<file path="config.mk">
export PLATFORM = sky130hd
export DESIGN_NAME = reg_dump_reader_flat
export DESIGN_NICKNAME = d
export VERILOG_FILES = /design/src/rtl/reg_dump_if.sv /design/src/rtl/reg_dump_reader.sv /design/src/flat_wrapper.sv
export SDC_FILE = /design/constraint.sdc
export NUM_CORES = 1
export LEC_CHECK = 0
export ABC_AREA = 1
export CELL_PAD_IN_SITES_DETAIL_PLACEMENT = 0
export CELL_PAD_IN_SITES_GLOBAL_PLACEMENT = 1
export CORE_MARGIN = 10
export CORE_UTILIZATION = 34
export CTS_BUF_LIST = sky130_fd_sc_hd__clkbuf_8
export DETAILED_ROUTE_END_ITERATION = 10
export PLACE_DENSITY = 0.95
export SYNTH_ARGS = -nofsm -noshare
export SYNTH_HDL_FRONTEND = slang
export SYNTH_SLANG_ARGS = --single-unit
export TNS_END_PERCENT = 1
</file>
<file path="constraint.sdc">
create_clock -name clk -period 2.7 [get_ports clk]
set_input_delay 0.81 -clock clk [delete_from_list [all_inputs] [get_ports clk]]
set_output_delay 0.81 -clock clk [all_outputs]
set_load 0.02 [all_outputs]
</file>
<file path="src/rtl/reg_dump_if.sv">
// reg_dump_if: output word stream of the register-file dump reader.
//
// Handshake: a word transfers on a rising clk edge where m_valid and m_ready
// are both high. Once m_valid rises, m_valid, m_data, m_addr and m_last hold
// steady until that transfer; m_ready may change at any time and has no
// combinational path back to m_valid.
//
// Signals:
//   m_valid  master -> slave  word valid
//   m_ready  slave  -> master consumer accepts the word
//   m_data   master -> slave  register value (or checksum word)
//   m_addr   master -> slave  register index of m_data (0 for the checksum)
//   m_last   master -> slave  final word of the dump
interface reg_dump_if #(
  parameter int D_WIDTH       = 32,
  parameter int ADDRESS_WIDTH = 5
);
  logic                     m_valid;
  logic                     m_ready;
  logic [D_WIDTH-1:0]       m_data;
  logic [ADDRESS_WIDTH-1:0] m_addr;
  logic                     m_last;

  modport master (output m_valid, output m_data, output m_addr, output m_last,
                  input  m_ready);
  modport slave  (input  m_valid, input  m_data, input  m_addr, input  m_last,
                  output m_ready);
endinterface

</file>
<file path="src/rtl/reg_dump_reader.sv">
// reg_dump_reader: on a start pulse, walk register addresses
// 0..2**ADDRESS_WIDTH-1 through a combinational read port and stream each
// value out as one word. The block only drives read addresses and never
// writes the register file.
//
// Optional feature: define REG_DUMP_CHECKSUM_EN to append one extra word
// holding the XOR of every dumped register (m_addr=0, m_last=1).
//
// Ports:
//   clk        clock, all state updates on posedge
//   rst_n      asynchronous active-low reset
//   start      begin a dump; only looked at while idle
//   busy       dump in progress (low while idle and during the done pulse)
//   done       one-cycle pulse after the final word transfers
//   rd_addr    register-file read address
//   rd_data    register-file read data (combinational from rd_addr)
//   m          output word stream (reg_dump_if master)
//   dbg_state  current FSM state encoding
module reg_dump_reader #(
  parameter int D_WIDTH       = 32,
  parameter int ADDRESS_WIDTH = 5
) (
  input  logic                     clk,
  input  logic                     rst_n,
  input  logic                     start,
  output logic                     busy,
  output logic                     done,
  output logic [ADDRESS_WIDTH-1:0] rd_addr,
  input  logic [D_WIDTH-1:0]       rd_data,
  reg_dump_if.master               m,
  output logic [2:0]               dbg_state
);

  typedef enum logic [2:0] {
    IDLE = 3'd0,
    READ = 3'd1,
    SEND = 3'd2,
    CSUM = 3'd3,
    DONE = 3'd4
  } state_t;

  localparam logic [ADDRESS_WIDTH-1:0] LAST_IDX = '1;

  state_t                     state;
  logic [ADDRESS_WIDTH-1:0]   idx;
  logic [D_WIDTH-1:0]         data_q;
  logic [ADDRESS_WIDTH-1:0]   addr_q;
  logic                       valid_q;
  logic                       last_q;
  logic                       busy_q;
  logic                       done_q;
`ifdef REG_DUMP_CHECKSUM_EN
  logic [D_WIDTH-1:0]         csum;
`endif

  // idx is zero whenever the FSM is idle, so the read address can come
  // straight from it in every state.
  assign rd_addr   = idx;
  assign busy      = busy_q;
  assign done      = done_q;
  assign m.m_valid = valid_q;
  assign m.m_data  = data_q;
  assign m.m_addr  = addr_q;
  assign m.m_last  = last_q;
  assign dbg_state = state;

  always_ff @(posedge clk or negedge rst_n) begin
    if (!rst_n) begin
      state   <= IDLE;
      idx     <= '0;
      data_q  <= '0;
      addr_q  <= '0;
      valid_q <= 1'b0;
      last_q  <= 1'b0;
      busy_q  <= 1'b0;
      done_q  <= 1'b0;
`ifdef REG_DUMP_CHECKSUM_EN
      csum    <= '0;
`endif
    end else begin
      case (state)
        IDLE: begin
          if (start) begin
            state  <= READ;
            busy_q <= 1'b1;
          end
        end

        READ: begin
          // The value visible on rd_data at this edge is the snapshot for idx.
          data_q  <= rd_data;
          addr_q  <= idx;
          valid_q <= 1'b1;
`ifdef REG_DUMP_CHECKSUM_EN
          last_q  <= 1'b0;
`else
          last_q  <= (idx == LAST_IDX);
`endif
          state   <= SEND;
        end

        SEND: begin
          if (m.m_ready) begin
            valid_q <= 1'b0;
            last_q  <= 1'b0;
`ifdef REG_DUMP_CHECKSUM_EN
            csum    <= csum ^ data_q;
`endif
            // Compare before incrementing so idx never wraps inside a dump.
            if (idx == LAST_IDX) begin
`ifdef REG_DUMP_CHECKSUM_EN
              state   <= CSUM;
              data_q  <= csum ^ data_q;
              addr_q  <= '0;
              valid_q <= 1'b1;
              last_q  <= 1'b1;
`else
              state   <= DONE;
              busy_q  <= 1'b0;
              done_q  <= 1'b1;
`endif
            end else begin
              idx   <= idx + 1'b1;
              state <= READ;
            end
          end
        end

`ifdef REG_DUMP_CHECKSUM_EN
        CSUM: begin
          if (m.m_ready) begin
            valid_q <= 1'b0;
            last_q  <= 1'b0;
            state   <= DONE;
            busy_q  <= 1'b0;
            done_q  <= 1'b1;
          end
        end
`endif

        DONE: begin
          done_q <= 1'b0;
          idx    <= '0;
`ifdef REG_DUMP_CHECKSUM_EN
          csum   <= '0;
`endif
          state  <= IDLE;
        end

        default: state <= IDLE;
      endcase
    end
  end

endmodule
</file>
<file path="src/flat_wrapper.sv">
// flat-port wrapper written by rule: the top's interface ports become plain ports
module reg_dump_reader_flat 
#(
  parameter int D_WIDTH       = 32,
  parameter int ADDRESS_WIDTH = 5
)
  (clk, rst_n, start, busy, done, rd_addr, rd_data, dbg_state, m_m_valid, m_m_data, m_m_addr, m_m_last, m_m_ready);
  reg_dump_if #(.D_WIDTH(D_WIDTH), .ADDRESS_WIDTH(ADDRESS_WIDTH)) m_i ();
  input  logic clk;
  input  logic rst_n;
  input  logic start;
  output logic busy;
  output logic done;
  output logic [ADDRESS_WIDTH-1:0] rd_addr;
  input  logic [D_WIDTH-1:0] rd_data;
  output logic [2:0] dbg_state;
  output wire logic [$bits(m_i.m_valid)-1:0] m_m_valid;
  output wire logic [$bits(m_i.m_data)-1:0] m_m_data;
  output wire logic [$bits(m_i.m_addr)-1:0] m_m_addr;
  output wire logic [$bits(m_i.m_last)-1:0] m_m_last;
  input wire logic [$bits(m_i.m_ready)-1:0] m_m_ready;
  assign m_m_valid = m_i.m_valid;
  assign m_m_data = m_i.m_data;
  assign m_m_addr = m_i.m_addr;
  assign m_m_last = m_i.m_last;
  assign m_i.m_ready = m_m_ready;
  reg_dump_reader #(.D_WIDTH(D_WIDTH), .ADDRESS_WIDTH(ADDRESS_WIDTH)) u_core (.clk(clk), .rst_n(rst_n), .start(start), .busy(busy), .done(done), .rd_addr(rd_addr), .rd_data(rd_data), .m(m_i), .dbg_state(dbg_state));
endmodule
</file>
# == Word-level counts from Yosys, hierarchy flattened ==
# Cells that the tools add are included.
# totals
in_bits,36
register_bits,49
# op_classes
addsub,1
n_eq_ne,8
n_mux,17
n_reduce_logical,9
# op_table
operator,n
2-to-1 mux 5 bit,2
one-hot mux 5 bit (2 select lines),1
2-to-1 mux 3 bit,3
one-hot mux 3 bit (3 select lines),1
one-hot mux 1 bit (2 select lines),4
2-to-1 mux 1 bit,6
"inequality test 2 bit, second input constant",3
AND reduction 3 bit,2
nonzero test 2 bit,3
"adder 5 x 1 -> 5 bit, second input constant",1
"equality test 5 bit, second input constant",1
AND reduction 2 bit,2
AND reduction 4 bit,1
"equality test 3 x 1 -> 1 bit, second input constant",1
"equality test 3 x 2 -> 1 bit, second input constant",1
"equality test 3 bit, second input constant",1
logical NOT 3 bit,1
"inequality test 2 x 1 -> 1 bit, second input constant",1

# == Longest topological paths before layout ==
# Gate-level depths: netlist (run 1).
# depth
ltp_word,4
mapped_depth,9

# == Worst setup path after synthesis (run 1) ==
# Ideal clock, no wire load.
# synth_timing
kind,reg2reg
start,"register u_core.idx[0], in the netlist u_core.rd_addr[0]"
end,"register u_core.idx[2], in the netlist u_core.rd_addr[2]"
n_path_buf,0
path_slack_ps,1162
stages_incl_launch_ff,9
t_arrival_ps,1420
required_ps,2581
path_cell_list,dfrtp_1 ha_1 nand2_1 nor2_1 ha_1 nor2_1 nand3_1 nand3_1 nand2_1
# synth_via
elab_chain_len,4
elab_cells_between_ends,7
# synth_rtl
element,line,rtl
from (decl),reg_dump_reader.sv:45,logic [ADDRESS_WIDTH-1:0] idx;
from (signal assigned),reg_dump_reader.sv:123,idx <= idx + 1'b1;
adder 5 x 1 -> 5 bit,reg_dump_reader.sv:123,
2-to-1 mux 5 bit,reg_dump_reader.sv:110,if (idx == LAST_IDX) begin
2-to-1 mux 5 bit,reg_dump_reader.sv:103,if (m.m_ready) begin
one-hot mux 5 bit (2 select lines),reg_dump_reader.sv:81,case (state)
# Parallel ways exist; a longest one is shown, timed or not. The select of a mux whose other input is x is not followed.
# A chain may end at the register's enable or synchronous reset.

# == Worst setup path after layout (run 1) ==
# layout_timing
start,"register u_core.idx[2], in the netlist u_core.rd_addr[2]"
end,output rd_addr[2]
# layout_rtl
element,line,rtl
to (decl),flat_wrapper.sv:14,output logic [ADDRESS_WIDTH-1:0] rd_addr;
# No word-level cell between the ends.

==> run summary, run 1 <==
critical path type -> register to primary output
CP Max Fanout -> 7
layout cells sized above 1 -> 5.11%
Crit Reg-Reg Startpoint -> u_core.dbg_state[2]
syn nets -> 266
required time of the critical path -> 1.89 ns
Psw -> 1.39 mW
Fin Setup TNS -> 0 ns
Register-to-Register Path Depth -> 5
Avg WL per Cell -> 13.5 um
Core Region -> 5610 um^2
Worst-path clk slew -> 0.09 ns
clock share of power -> 14.2%
Synth Cell Area -> 2010 um^2
Peak VDD IR -> 0.586 mV
drt pass-1 iters -> 4
total gr overflow -> 0
sequential share of the synthesized area -> 61.1%
number of global-route vias before repair -> 1693
dpl hpwl -> 3920 um
Setup violations, final -> 0
Rows -> 27
GRT Total Usage -> 11.0%
clock buffer depth -> 2
DRC -> 0
RSZ-0062 raised after global routing -> false
sequential share of power -> 35.6%
Sw Share -> 40.4%
CP delay by family, top -> buffers and inverters
Leak -> 1.49 nW
Final #Nets -> 352
clock skew -> 0.0160 ns
diode count -> 0
pin count of the biggest net entering global routing -> 44
CP cell instances -> clkdlybuf4s50_1
R2R Setup Slk -> 0.97 ns
Power Density -> 1150 nW/um^2
DR vias -> 1696
die area -> 9370 um^2
Slew @ Worst Pin -> 0.563 ns
Layout area overhead -> 49.3%
Tcrit/Tclk final -> 82.1%
Via-to-Cell Ratio -> 4.41
Yosys warning count -> 0
Reg-to-Reg End -> u_core.m.m_data[10]
crit path from -> u_core.rd_addr[2]
Die W -> 96.8 um
final hold violation count -> 0
Die Y -> 96.8 um
Combinational Power Share -> 50.1%
total of max-cap violations -> 0
CTS tree -> built
Initial Util -> 35.8%
status -> finished clean
Critical Path AT -> 1.41 ns
CP bufs+invs -> 1
Worst slew margin -> 62.5%
Post-CTS Resized -> 0
antenna violations before repair -> 0
hold path start -> u_core.m.m_data[27]
slowest stage delay, CP -> 0.65 ns
Hold Path Sink -> u_core.m.m_data[27]
Post-CTS Setup Inserts -> 0
Mean Syn Cell Area -> 8.84 um^2
Placement Cell Area -> 2890 um^2
Yosys reg bits -> 49
worst min path class -> register to register
Root Driver -> clkbuf_8
hold path depth -> 2
Yosys cell types -> 19
Starting DRT DRC Count -> 30
PortBufs -> 84
clk sink count -> 49
Routed WL -> 5210 um
Tmin final -> 2.22 ns
CP endpoint kind -> primary output
post-synthesis cell count -> 227
cts hold-fix bufs -> 0
CTS buffer count -> 5
fin area -> 2990 um^2
io pins -> 85
Max Clk Rate -> 451 MHz
first-pass GRT wire length -> 8670 um
gpl congestion -> 0.744
CP Launch Type -> register
Pint -> 2.06 mW
htree depth -> 2
slowest CP cell -> clkdlybuf4s50_1
post-layout util -> 53.4%
remaining antenna violation count -> 0
Final Max Slew Viols -> 0
Clk Latency, worst-skew pair -> 0.29 ns
==> cell families (layout without fill, tap and decap cells) <==
family / count (synthesis) / after routing / share of synthesized area (%)
simple gates: 153 / 153 / 30.8
flops: 49 / 49 / 61.1
compound gates: 4 / 4 / 0.998
xor+xnor: 1 / 1 / 0.437
buf+inv: 17 / 103 / 4.80
fa+ha+maj: 3 / 3 / 1.87
==> layer usage <==
metal | global-route usage (%) | routed length [um] | vias up
met3 | 4.05 | 285 | 4
met5 | 0 | 0 | -
met1 | 13.8 | 2450 | 780
met4 | 2.71 | 34 | 0
li1 | - | - | 864
met2 | 17.5 | 2430 | 48
==> final cells by class <==
class,count,area [um^2]
inverters,10,40.0
clock inverters,2,35.0
flip-flops and latches,49,1230
multi-input cells,161,683
well taps,72,90.1
fillers,540,2610
clock buffers,5,68.8
repair buffers,86,851
==> cell usage after synthesis <==
library cell | instances | area share [%]
inv_2 | 2 | 0.37
inv_4 | 1 | 0.31
nor3_1 | 1 | 0.25
nand3_2 | 1 | 0.50
nand2_1 | 130 | 24
buf_4 | 1 | 0.37
dfrtp_1 | 49 | 61
o21ai_0 | 2 | 0.50
nand4_1 | 3 | 0.94
inv_1 | 7 | 1.3
o21ai_1 | 2 | 0.50
xor2_1 | 1 | 0.44
nand3_1 | 9 | 2.2
buf_6 | 3 | 1.7
ha_1 | 3 | 1.9
buf_2 | 3 | 0.75
nor2_1 | 7 | 1.3
nand3_4 | 1 | 0.87
nor2_2 | 1 | 0.31
==> through the flow <==
step | setup slack (ns) | hold slack [ns] | instances | power, mW
floorplan | 1.16 | 0.514 | 227 | 2.21
global placement | 0.781 | 0.459 | 378 | 2.97
detailed placement | 0.706 | 0.464 | 378 | 3.01
CTS | 0.467 | 0.487 | 385 | 3.51
global route | 0.422 | 0.507 | 385 | 3.71
finish | 0.484 | 0.481 | 385 | 3.45
==> power by group through the flow <==
| stage | sequential (mW) | clock (mW) | combinational, mW |
|---|---|---|---|
| final | 1.23 | 0.491 | 1.73 |
| after global routing | 1.27 | 0.538 | 1.90 |
| after CTS | 1.23 | 0.513 | 1.77 |
| after detailed placement | 1.24 | 0 | 1.77 |
| after global placement | 1.24 | 0 | 1.74 |
| after floorplan | 1.60 | 0 | 0.616 |
==> sequential cells by signal, summed over array words and instances (netlist names) <==
signal            flops
u_core.m.m_data      32
u_core.m.m_addr       5
u_core.rd_addr        5
u_core.dbg_state      3
u_core.busy           1
u_core.done           1
u_core.m.m_last       1
u_core.m.m_valid      1
==> layout by cell type, fill, tap and decap left out, types with 2 or more instances in the layout <==
cell type        Yosys  layout
nand3_1              9       9
inv_1                7       7
inv_2                2       2
o21ai_1              2       2
clkbuf_8             0       5
dfrtp_1             49      49
nand2_1            130     130
o21ai_0              2       2
clkdlybuf4s50_1      0      83
nand4_1              3       3
ha_1                 3       3
nor2_1               7       7
buf_4                1       2
==> how the worst max path moves through the flow <==
stage,endpoint,slack [ns],cells past startpoint
after floorplan,u_core.rd_addr[2],1.16,8
final,rd_addr[2],0.48,1
after global placement,u_core.rd_addr[4],0.78,6
after global routing,rd_addr[2],0.42,1
after detailed placement,u_core.rd_addr[2],0.71,6
after CTS,rd_addr[2],0.47,1
Note: power is estimated with default switching activity, not from simulation.
==> inputs of run 2 (changes only) <==
--- a/config.mk
+++ b/config.mk
@@ -9,10 +9,10 @@
 export CELL_PAD_IN_SITES_DETAIL_PLACEMENT = 0
 export CELL_PAD_IN_SITES_GLOBAL_PLACEMENT = 1
 export CORE_MARGIN = 10
-export CORE_UTILIZATION = 34
+export CORE_UTILIZATION = 28
 export CTS_BUF_LIST = sky130_fd_sc_hd__clkbuf_8
 export DETAILED_ROUTE_END_ITERATION = 10
-export PLACE_DENSITY = 0.95
+export PLACE_DENSITY = 0.88
 export SYNTH_ARGS = -nofsm -noshare
 export SYNTH_HDL_FRONTEND = slang
 export SYNTH_SLANG_ARGS = --single-unit
==> constraint.sdc (replaced) <==
create_clock -name clk -period 1.9 [get_ports clk]
set_input_delay 0.57 -clock clk [delete_from_list [all_inputs] [get_ports clk]]
set_output_delay 0.57 -clock clk [all_outputs]
set_load 0.02 [all_outputs]
==> run 2 against run 1 <==
Effect of this change:
- die area rose by 17%
- cell area increased by 1.7%
- via count increased by 1.3%
- sequential cell count unchanged
- sequential share of layout area down 0.69 points
- count of clock-buffer cells in the layout is the same
- register-to-register slack got worse by 0.69 ns
- critical endpoint is now m_m_addr[2]
- clock skew decreased by 0.0044 ns
- hold slack got worse by 0.24 ns
==> run summary, run 2 (synthesis gave the netlist of run 1 again) <==
DR vias -> 1718
slowest stage delay, CP -> 0.62 ns
Psw -> 2.02 mW
Register-to-Register Path Depth -> 8
DRC -> 0
critical path type -> register to primary output
Die Y -> 105 um
worst min path class -> input port to asynchronous set/reset pin
Leak -> 1.68 nW
Slew @ Worst Pin -> 0.558 ns
Max Used Layer -> met4
Post-CTS Setup Inserts -> 0
pin count of the biggest net entering global routing -> 37
Pint -> 2.75 mW
Tcrit/Tclk final -> 97.3%
number of global-route vias before repair -> 1785
CP Launch Type -> register
Rows -> 30
Routed WL -> 5610 um
Critical Path AT -> 1.28 ns
gpl congestion -> 0.706
io pins -> 85
CTS tree -> built
CP cell instances -> clkdlybuf4s50_1
clock share of power -> 12.3%
Final Max Slew Viols -> 0
commonest non-fill, non-tap cells in the layout -> nand2_1 (130), clkdlybuf4s50_1 (61), dfrtp_1 (49), dlymetal6s2s_1 (13)
diode count -> 0
drt pass-1 iters -> 4
die area -> 10900 um^2
GRT Total Usage -> 10.3%
CTS buffer count -> 5
antenna violations before repair -> 0
Worst-path clk slew -> 0.09 ns
Initial Util -> 29.2%
Peak VDD IR -> 0.578 mV
CP delay by family, top -> buffers and inverters
CP Max Fanout -> 2
Setup violations, final -> 0
Placement Cell Area -> 2940 um^2
Combinational Power Share -> 51.5%
dpl hpwl -> 4170 um
total of max-cap violations -> 0
Starting DRT DRC Count -> 44
Final #Nets -> 353
PortBufs -> 84
CP Depth -> 1
slowest CP cell -> clkdlybuf4s50_1
post-layout util -> 44.3%
met2 routed WL -> 2870 um
required time of the critical path -> 1.33 ns
status -> finished clean
Layout area overhead -> 51.8%
clock skew -> 0.0116 ns
fin area -> 3050 um^2
commonest non-fill, non-tap cell in the layout -> nand2_1
Sw Share -> 42.3%
Tmin final -> 1.85 ns
final hold violation count -> 0
Core Region -> 6870 um^2
Die W -> 105 um
Via-to-Cell Ratio -> 4.18
CP endpoint kind -> primary output
Avg WL per Cell -> 13.6 um
first-pass GRT wire length -> 9340 um
M1 WL -> 2420 um
CP bufs+invs -> 1
Clk Latency, worst-skew pair -> 0.30 ns
Fin Setup TNS -> 0 ns
Largest register FFs -> 32
Max Clk Rate -> 541 MHz
clk sink count -> 49
total gr overflow -> 0
RSZ-0062 raised after global routing -> false
met3 WL -> 293 um
Root Driver -> clkbuf_8
clock buffer depth -> 2
htree depth -> 2
Worst slew margin -> 62.8%
layout cells sized above 1 -> 5.08%
sequential share of power -> 36.2%
Power Density -> 1570 nW/um^2
remaining antenna violation count -> 0
==> run 2: cell type report <==
cell class	instances	area, um^2
clock buffer	5	68.8
clock inverter	3	15.0
fill	692	3820
inverter	10	40.0
multi-input combinational	161	683
sequential	49	1230
tap	96	120
timing repair buffer	87	892
==> run 2: metal layers <==
layer | vias up | global-route usage [%]
li1 | 867 | -
met1 | 796 | 11.8
met2 | 52 | 17.8
met3 | 3 | 3.62
met4 | 0 | 2.65
met5 | - | 0
==> run 2: power by group through the flow <==
stage,Sequential [mW],Combinational (mW),Clock (mW)
finish,1.73,2.46,0.586
detailed placement,1.76,2.56,0
floorplan,2.27,0.876,0
global placement,1.74,2.53,0
CTS,1.74,2.54,0.617
global route,1.79,2.70,0.674
==> run 2: per-stage QoR <==
stage / setup slack (ns) / std cells / hold slack, ns / power [mW]
after global placement: 0.216 / 403 / 0.461 / 4.27
after global routing: 0.000212 / 411 / 0.267 / 5.17
after detailed placement: 0.144 / 403 / 0.465 / 4.32
after floorplan: 0.362 / 227 / 0.274 / 3.15
final: 0.0521 / 411 / 0.246 / 4.77
after CTS: 0.00255 / 411 / 0.259 / 4.89
==> run 2: timing repair <==
item | in CTS | in global routing
resized for setup | 9 | 13
setup endpoints to repair | 9 | 13
hold buffers | 0 | 0
==> run 2: worst paths after layout <==
kind                                     from                  end  slack (ns)
min in group clk           u_core.m.m_data[8]   u_core.m.m_data[8]        0.48
max in group asynchronous               rst_n  u_core.m.m_data[14]        1.10
setup / recovery           u_core.m.m_addr[2]          m_m_addr[2]        0.05
setup reg to reg            u_core.rd_addr[0]    u_core.rd_addr[2]        0.28
hold / removal                          rst_n   u_core.m.m_addr[1]        0.25
hold reg to reg            u_core.m.m_data[8]   u_core.m.m_data[8]        0.48
